==> config.mk <==
export PLATFORM = sky130hd
export DESIGN_NAME = ysyx_ifq
export DESIGN_NICKNAME = d
export VERILOG_FILES = /design/src/rtl/ysyx_ifq.sv
export SDC_FILE = /design/constraint.sdc
export NUM_CORES = 1
export LEC_CHECK = 0
export CELL_PAD_IN_SITES_DETAIL_PLACEMENT = 1
export CELL_PAD_IN_SITES_GLOBAL_PLACEMENT = 2
export CORE_ASPECT_RATIO = 1.1
export CORE_MARGIN = 3
export CORE_UTILIZATION = 44
export DETAILED_ROUTE_END_ITERATION = 12
export PLACE_DENSITY = 0.86
export REMOVE_ABC_BUFFERS = 1
export SYNTH_ARGS = -nofsm -noshare
export SYNTH_HDL_FRONTEND = slang
export SYNTH_SLANG_ARGS = --single-unit
==> constraint.sdc <==
create_clock -name clock -period 8.8 [get_ports clock]
set_clock_uncertainty 0.1 [all_clocks]
set_input_delay 1.76 -clock clock [delete_from_list [all_inputs] [get_ports clock]]
set_output_delay 1.76 -clock clock [all_outputs]
set_load 0.1 [all_outputs]
==> src/rtl/ysyx_ifq.sv <==
// Fetch queue: one outstanding I-cache request, DEPTH-entry {inst, pc, pc+4} buffer; a response reaches decode next cycle.
// Backpressure: fetch stalls while a request is outstanding or the queue is full; a redirect empties the queue and drops the in-flight response.
module ysyx_ifq #(
  parameter int              XLEN     = 32,
  parameter int              DEPTH    = 4,
  parameter logic [XLEN-1:0] RESET_PC = XLEN'(32'h8000_0000)
) (
  input  logic                     clock,
  input  logic                     reset,
  input  logic                     flush_valid,
  input  logic [XLEN-1:0]          flush_pc,
  output logic                     ic_req_valid,
  output logic [XLEN-1:0]          ic_req_addr,
  input  logic                     ic_req_ready,
  input  logic                     ic_rsp_valid,
  input  logic [31:0]              ic_rsp_inst,
  output logic [31:0]              inst,
  output logic [XLEN-1:0]          pc,
  output logic [XLEN-1:0]          pnpc,
  output logic                     out_valid,
  input  logic                     next_ready,
  output logic [$clog2(DEPTH):0]   count
);

  localparam int PW = $clog2(DEPTH);
  localparam int CW = PW + 1;

  logic [XLEN-1:0] fetch_pc;
  logic [XLEN-1:0] req_pc;
  logic            outstanding;
  logic            stale;
  logic [PW-1:0]   rd_ptr;
  logic [PW-1:0]   wr_ptr;
  logic [CW-1:0]   count_q;

  logic [31:0]     inst_q [DEPTH];
  logic [XLEN-1:0] pc_q   [DEPTH];
  logic [XLEN-1:0] pnpc_q [DEPTH];

  logic req_fire;
  logic rsp_fire;
  logic push;
  logic pop;
  logic head_vld;

  // Gating with reset keeps the request low while reset is held, not just after the first edge.
  assign ic_req_valid = reset && !outstanding && (count_q < CW'(DEPTH)) && !flush_valid;
  assign ic_req_addr  = fetch_pc;
  assign req_fire     = ic_req_valid && ic_req_ready;
  assign rsp_fire     = ic_rsp_valid && outstanding;
  assign push         = rsp_fire && !stale && !flush_valid;
  assign head_vld     = (count_q != '0);
  assign out_valid    = head_vld && !flush_valid;
  assign pop          = out_valid && next_ready;
  assign count        = count_q;

  assign inst = head_vld ? inst_q[rd_ptr] : '0;
  assign pc   = head_vld ? pc_q[rd_ptr]   : '0;
  assign pnpc = head_vld ? pnpc_q[rd_ptr] : '0;

  always_ff @(posedge clock or negedge reset) begin
    if (!reset) begin
      fetch_pc    <= RESET_PC;
      req_pc      <= '0;
      outstanding <= 1'b0;
      stale       <= 1'b0;
      rd_ptr      <= '0;
      wr_ptr      <= '0;
      count_q     <= '0;
    end else if (flush_valid) begin
      fetch_pc <= {flush_pc[XLEN-1:2], 2'b00};
      rd_ptr   <= '0;
      wr_ptr   <= '0;
      count_q  <= '0;
      // A fetch still in flight after the redirect must be discarded when it returns.
      if (outstanding && !ic_rsp_valid) begin
        stale <= 1'b1;
      end else begin
        outstanding <= 1'b0;
        stale       <= 1'b0;
      end
    end else begin
      if (req_fire) begin
        outstanding <= 1'b1;
        req_pc      <= fetch_pc;
        fetch_pc    <= fetch_pc + XLEN'(4);
      end
      if (rsp_fire) begin
        outstanding <= 1'b0;
        stale       <= 1'b0;
      end
      if (push) wr_ptr <= wr_ptr + PW'(1);
      if (pop)  rd_ptr <= rd_ptr + PW'(1);
      if (push && !pop) begin
        count_q <= count_q + CW'(1);
      end else if (pop && !push) begin
        count_q <= count_q - CW'(1);
      end
    end
  end

  // Storage needs no reset: head outputs are masked by the occupancy count.
  always_ff @(posedge clock) begin
    if (push) begin
      inst_q[wr_ptr] <= ic_rsp_inst;
      pc_q[wr_ptr]   <= req_pc;
      pnpc_q[wr_ptr] <= req_pc + XLEN'(4);
    end
  end

endmodule

Word level (Yosys, flattened, before mapping)
Memories as Yosys holds them, arrays and structs flattened.
Cells that the tools add are included.

storage, ports and cells
  memories = 3
  memory bits (writable) = 384
  bits in registers = 73
  latch bits = 0
  memory bits (read-only) = 0

operators by class
  equal/unequal tests = 1
  $mul = 0
  reduce and logical (&&, ||, !) cells = 27
  divide/modulo/power cells = 0
  bitwise logic cells = 1
  shifts and indexed selects = 0
  magnitude comparators = 1
  mux-type cells = 21
  add/sub/neg operators = 6

memory list
  memory  depth  width  read ports  clocked after Yosys merged registers in  write ports  line  source
  inst_q  4      32     1           0                                        1            36    logic [31:0] inst_q [DEPTH];
  pc_q    4      32     1           0                                        1            37    logic [XLEN-1:0] pc_q [DEPTH];
  pnpc_q  4      32     1           0                                        1            38    logic [XLEN-1:0] pnpc_q [DEPTH];

operators by type and width
  operator                                          number
  two-way mux 32 bit                                5
  adder 32 x 3 -> 32 bit, second input constant     2
  logical AND 1 bit                                 12
  two-way mux 1 bit                                 9
  two-way mux 3 bit                                 3
  nonzero test 3 bit                                3
  two-way mux 2 bit                                 4
  nonzero test 2 bit                                4
  logical NOT 1 bit                                 6
  adder 2 x 1 -> 2 bit, second input constant       2
  AND reduction 2 bit                               2
  adder 3 x 1 -> 3 bit, second input constant       1
  < comparator 3 bit, second input constant         1
  subtractor 3 x 1 -> 3 bit, second input constant  1
  != test 2 bit, second input constant              1
  inverter 1 bit                                    1

Depth between registers and ports, before layout
  word-level depth = 8
  gate-level depth with buffers = 9

Worst setup path after synthesis
OpenSTA, ideal clock, no wires.

  path kind = input to output
  from = input port flush_valid
  to = output port out_valid
  path slack = 3472 ps
  stages = 3
  data arrival time = 3468 ps
  required time = 6940 ps
  cell sequence = buf_2 clkbuf_1 nor2b_1

between the ends
  longest elaborated chain between the ends = 2

RTL lines
  what                line  source
  start: declaration  10    input logic flush_valid,
  logical NOT 1 bit   53    assign out_valid = head_vld && !flush_valid;
  logical AND 1 bit   53
  end: declaration    20    output logic out_valid,

Every way passes these cells.

Worst setup path in the final report
  from = register rd_ptr[0]
  to = output port pc[18]

between the ends
  longest elaborated chain between the ends = 2

RTL lines
  what                      line  source
  start: declaration        32    logic [PW-1:0] rd_ptr;
  start signal: assignment  93    if (pop) rd_ptr <= rd_ptr + PW'(1);
  memory (4 x 32 bit)       --
  two-way mux 32 bit        58    assign pc = head_vld ? pc_q[rd_ptr] : '0;
  end: declaration          18    output logic [XLEN-1:0] pc,

Every way passes these cells.

==> metrics list <==
- Maximum number of pins on one net before global-route repair: 79
- In this run the critical register-to-register path is launched from outstanding$_DFFE_PN0P_.
- Finish-stage setup viols: 0
- DR vias/cell: 5.513
- Met2 wire length: 21000 um
* Number of storage elements in the synthesis netlist: 437
- Pre-CTS setup slack: 3.188 ns
- Counting flops with an async set or reset pin after synthesis yields a share of 0.1579.
- In this run the standard cell core region covers 39650 sq um.
- Final Hold Vio Count: 0
- Post-Synth Adder-Cell Area: 0.005317
- Area fraction in compound gates after synthesis: 0.02322
- XOR/XNOR share of the synthesized area: 0.01812
- Data required, critical path: 6.94 ns
* 1st-iter DRT viols: 617
- The pre-antenna-repair detailed-routing pass consisted of 5 iterations.
* Max Buffers Root-to-Sink: 3
- The min-delay analysis places its worst path in the category flop to flop.
* Warnings, synthesis: 0
- Hold Path Origin: req_pc[13]$_DFFE_PN0P_
- Placement Rows: 76
- Mux share of post-synthesis cell area: 0.1176
- Cell area after layout: 21650 sq um
- At the later pin of the worst-skew pair, clock insertion delay measures 0.55 ns.
* Achievable clock frequency: 0.1689 GHz
- Synthesis produced a netlist whose cell count is 1066.
- Placer's final routability congestion estimate: 0.7881
- Top routing layer in use: met4
* Average cell area after synthesis: 16.78 sq um
- Hold Slack: 0.4506 ns
- Of the post-synthesis cell area, the dominant cell type holds 0.6178.
- CTS placed an instance of sky130_fd_sc_hd__clkbuf_16 at the clock tree root.
* Layout cell share with drive strength beyond 1: 0.1378
* # diodes: 0
- Most common library cell in the layout ignoring fill and taps: sky130_fd_sc_hd__edfxtp_1
- Setup repair after global routing left no endpoint under its margin.
- Setup TNS: 0 ns
- Max-cap violations in this run came to 0.
* Critical path, cell by cell: buf_4 -> mux4_2 -> and2_1 -> clkdlybuf4s50_1
- The worst-case IR drop observed on VDD is 0.0002496 V.
- The die is 198.2 um wide.
* Data arrival at the endpoint of the critical path: 4.06 ns
- Main combinational cell family by area after synthesis: multiplexers
* Most frequent cells in the layout: sky130_fd_sc_hd__edfxtp_1, sky130_fd_sc_hd__clkdlybuf4s50_1, sky130_fd_sc_hd__nand2_1
* Number of vias in the routed layout: 9957
* Peak fanout along the critical path: 49
- Detailed-route DRC error count: 0
* Worst setup path startpoint: rd_ptr[0]$_DFFE_PN0P_
- The critical path is of the flop to output pin type.
* TritonCTS clock tree: built
* Final worst-path cycle share: 0.6726
- The design draws 0.008169 W.
* Type of element capturing the critical path: output pin
- For this design, the slowest cell found on the critical path is sky130_fd_sc_hd__dfrtp_4.
* Simple-gate area share of the yosys netlist: 0.1044
* Die Area: 43110 sq um
- Proportion of synthesized chip area in sequential cells: 0.7144
- Initial core utilization: 0.4511
- Antenna violations before repair: 0
* Slew Limit Headroom: 0.2724
- In this design, the stage delay of the slowest critical-path cell is 1.10 ns.
* Clock edge transition at the registers on the reported setup and hold paths: 0.06 ns
- The first global-routing pass estimated 64990 um of wire.
- Synthesized area: 17890 sq um
- In the detailed route, the total length drawn on met3 is 1992 um.
* LEAKAGE: 7.293 nW
* Routed length per instance: 22.97 um
- Buffers added on ports: 194
- Summed over all layers, the routed wires come to 41480 um.
* Main synth FF type: sky130_fd_sc_hd__edfxtp_1
- Post-route worst setup slack: 2.881 ns
* Number of synthesized flops with an enable pin: 368
* Result of the run: finished, final reports clean
- Remaining antenna violation count after routing: 0
- Post-CTS timing repair inserted 0 buffers for setup.
* Cell taking the most area after synthesis: sky130_fd_sc_hd__edfxtp_1
- Hold_buf cts: 0
- The area growth from synthesis to layout is 21.06%.
- Power spread over the standard cell area amounts to 377.3 nW/um^2.
* Die span in y: 217.5 um
- Gates resized during post-CTS repair numbered 0.
- CTS Buf Count: 44
- For this run, the post-layout net count is 1341.
* Nature of the critical path startpoint: flop
- For the finished layout, the period the worst path requires is 5.919 ns.
- Deepest level of the CTS H-tree: 2
- After detailed placement, the total cell area comes to 20320 sq um.
- Worst slew pin tran: 1.087 ns
- Number of global-route vias before repair: 11020
* Met1 layer wirelength in the final routing: 17690 um
- Io pins: 203
- Detail Placement HPWL: 25330 um
- Overall track demand over capacity in global routing: 0.1964
- Remaining global-route overflow: 0
- Cell types with the largest area share after synthesis: sky130_fd_sc_hd__edfxtp_1, sky130_fd_sc_hd__mux4_2, sky130_fd_sc_hd__dfrtp_1
- Count of different cell masters after synthesis: 55
* Number of sinks on the clock net: 437
- The max-slew violation total from the final report was 0.
-- where the power goes --
group          internal (W)  total (W)  switching (W)
Sequential          0.00248    0.00274       0.000262
Combinational      0.000966    0.00368        0.00271
Clock              0.000999    0.00175       0.000748
Total               0.00444    0.00817        0.00372
-- stage by stage --
stage / util / cells
2_1_floorplan: - / 1012
3_3_place_gp: 0.5125 / 1725
3_5_place_dp: 0.5125 / 1725
4_1_cts: 0.5460 / 1806
5_1_grt: 0.5460 / 1806
6_report: 0.5460 / 1806
-- sequential cells by signal, indices dropped and copies added (netlist names) --
signal       cells
count            3
wr_ptr           2
pc_q           120
stale            1
rd_ptr           2
ic_req_addr     30
outstanding      1
inst_q         128
req_pc          30
pnpc_q         120
-- cells by family after synthesis --
kind of cell / count (synthesis)
other cells: 1
xor+xnor: 37
compound gates: 65
simple gates: 356
fa+ha+maj: 7
buf+inv: 68
mux: 95
flops: 437
-- final timing paths --
path                                          endpoint  slack, ns  depth (start not counted)
hold / removal                   pc_q[1][13]$_DFFE_PP_       0.45                          0
hold reg to reg                  pc_q[1][13]$_DFFE_PP_       0.45                          0
max in group asynchronous        rd_ptr[0]$_DFFE_PN0P_       6.52                          2
setup reg to reg               inst_q[3][27]$_DFFE_PP_       5.67                          4
setup / recovery                                pc[18]       2.88                          4
min in group asynchronous  ic_req_addr[28]$_DFFE_PN0P_       0.98                          1
-- cell usage after synthesis, drive strengths merged, types with 4 or more instances --
cell and count:
buf 27, nand3 36, and2 105, nand4 13
nand3b 4, dfrtp 68, edfxtp 368, nor2b 5
xnor2 27, nand2 133, or3 4, o211ai 4
ha 6, mux4 92, a21oi 6, inv 9
nor2 21, xor2 10, o311ai 8, clkbuf 32
and3 14, nor3 5, nor4 4, o21ai 30
-- routing by layer --
metal / GRT usage / up-vias
met2: 0.3332 / 254
met5: 0 / -
met3: 0.03446 / 48
met1: 0.2647 / 5190
li1: - / 4465
met4: 0.05168 / 0
-- final cells by class --
class | instances | area, sq um
timing repair buffer | 206 | 2024
clock buffer | 60 | 1182
sequential | 437 | 12790
clock inverter | 21 | 148.9
inverter | 9 | 33.78
tap | 507 | 634.4
fill | 3667 | 18000
multi-input combinational | 566 | 4842
-- critical path, delay by kind of cell, from the launching register on --
family / cells / cell delay [ns]
buf+inv: 2 / 1.58
flops: 1 / 1.10
simple gates: 1 / 0.22
mux: 1 / 0.58
No activity file was read; power rests on OpenSTA's default activity.
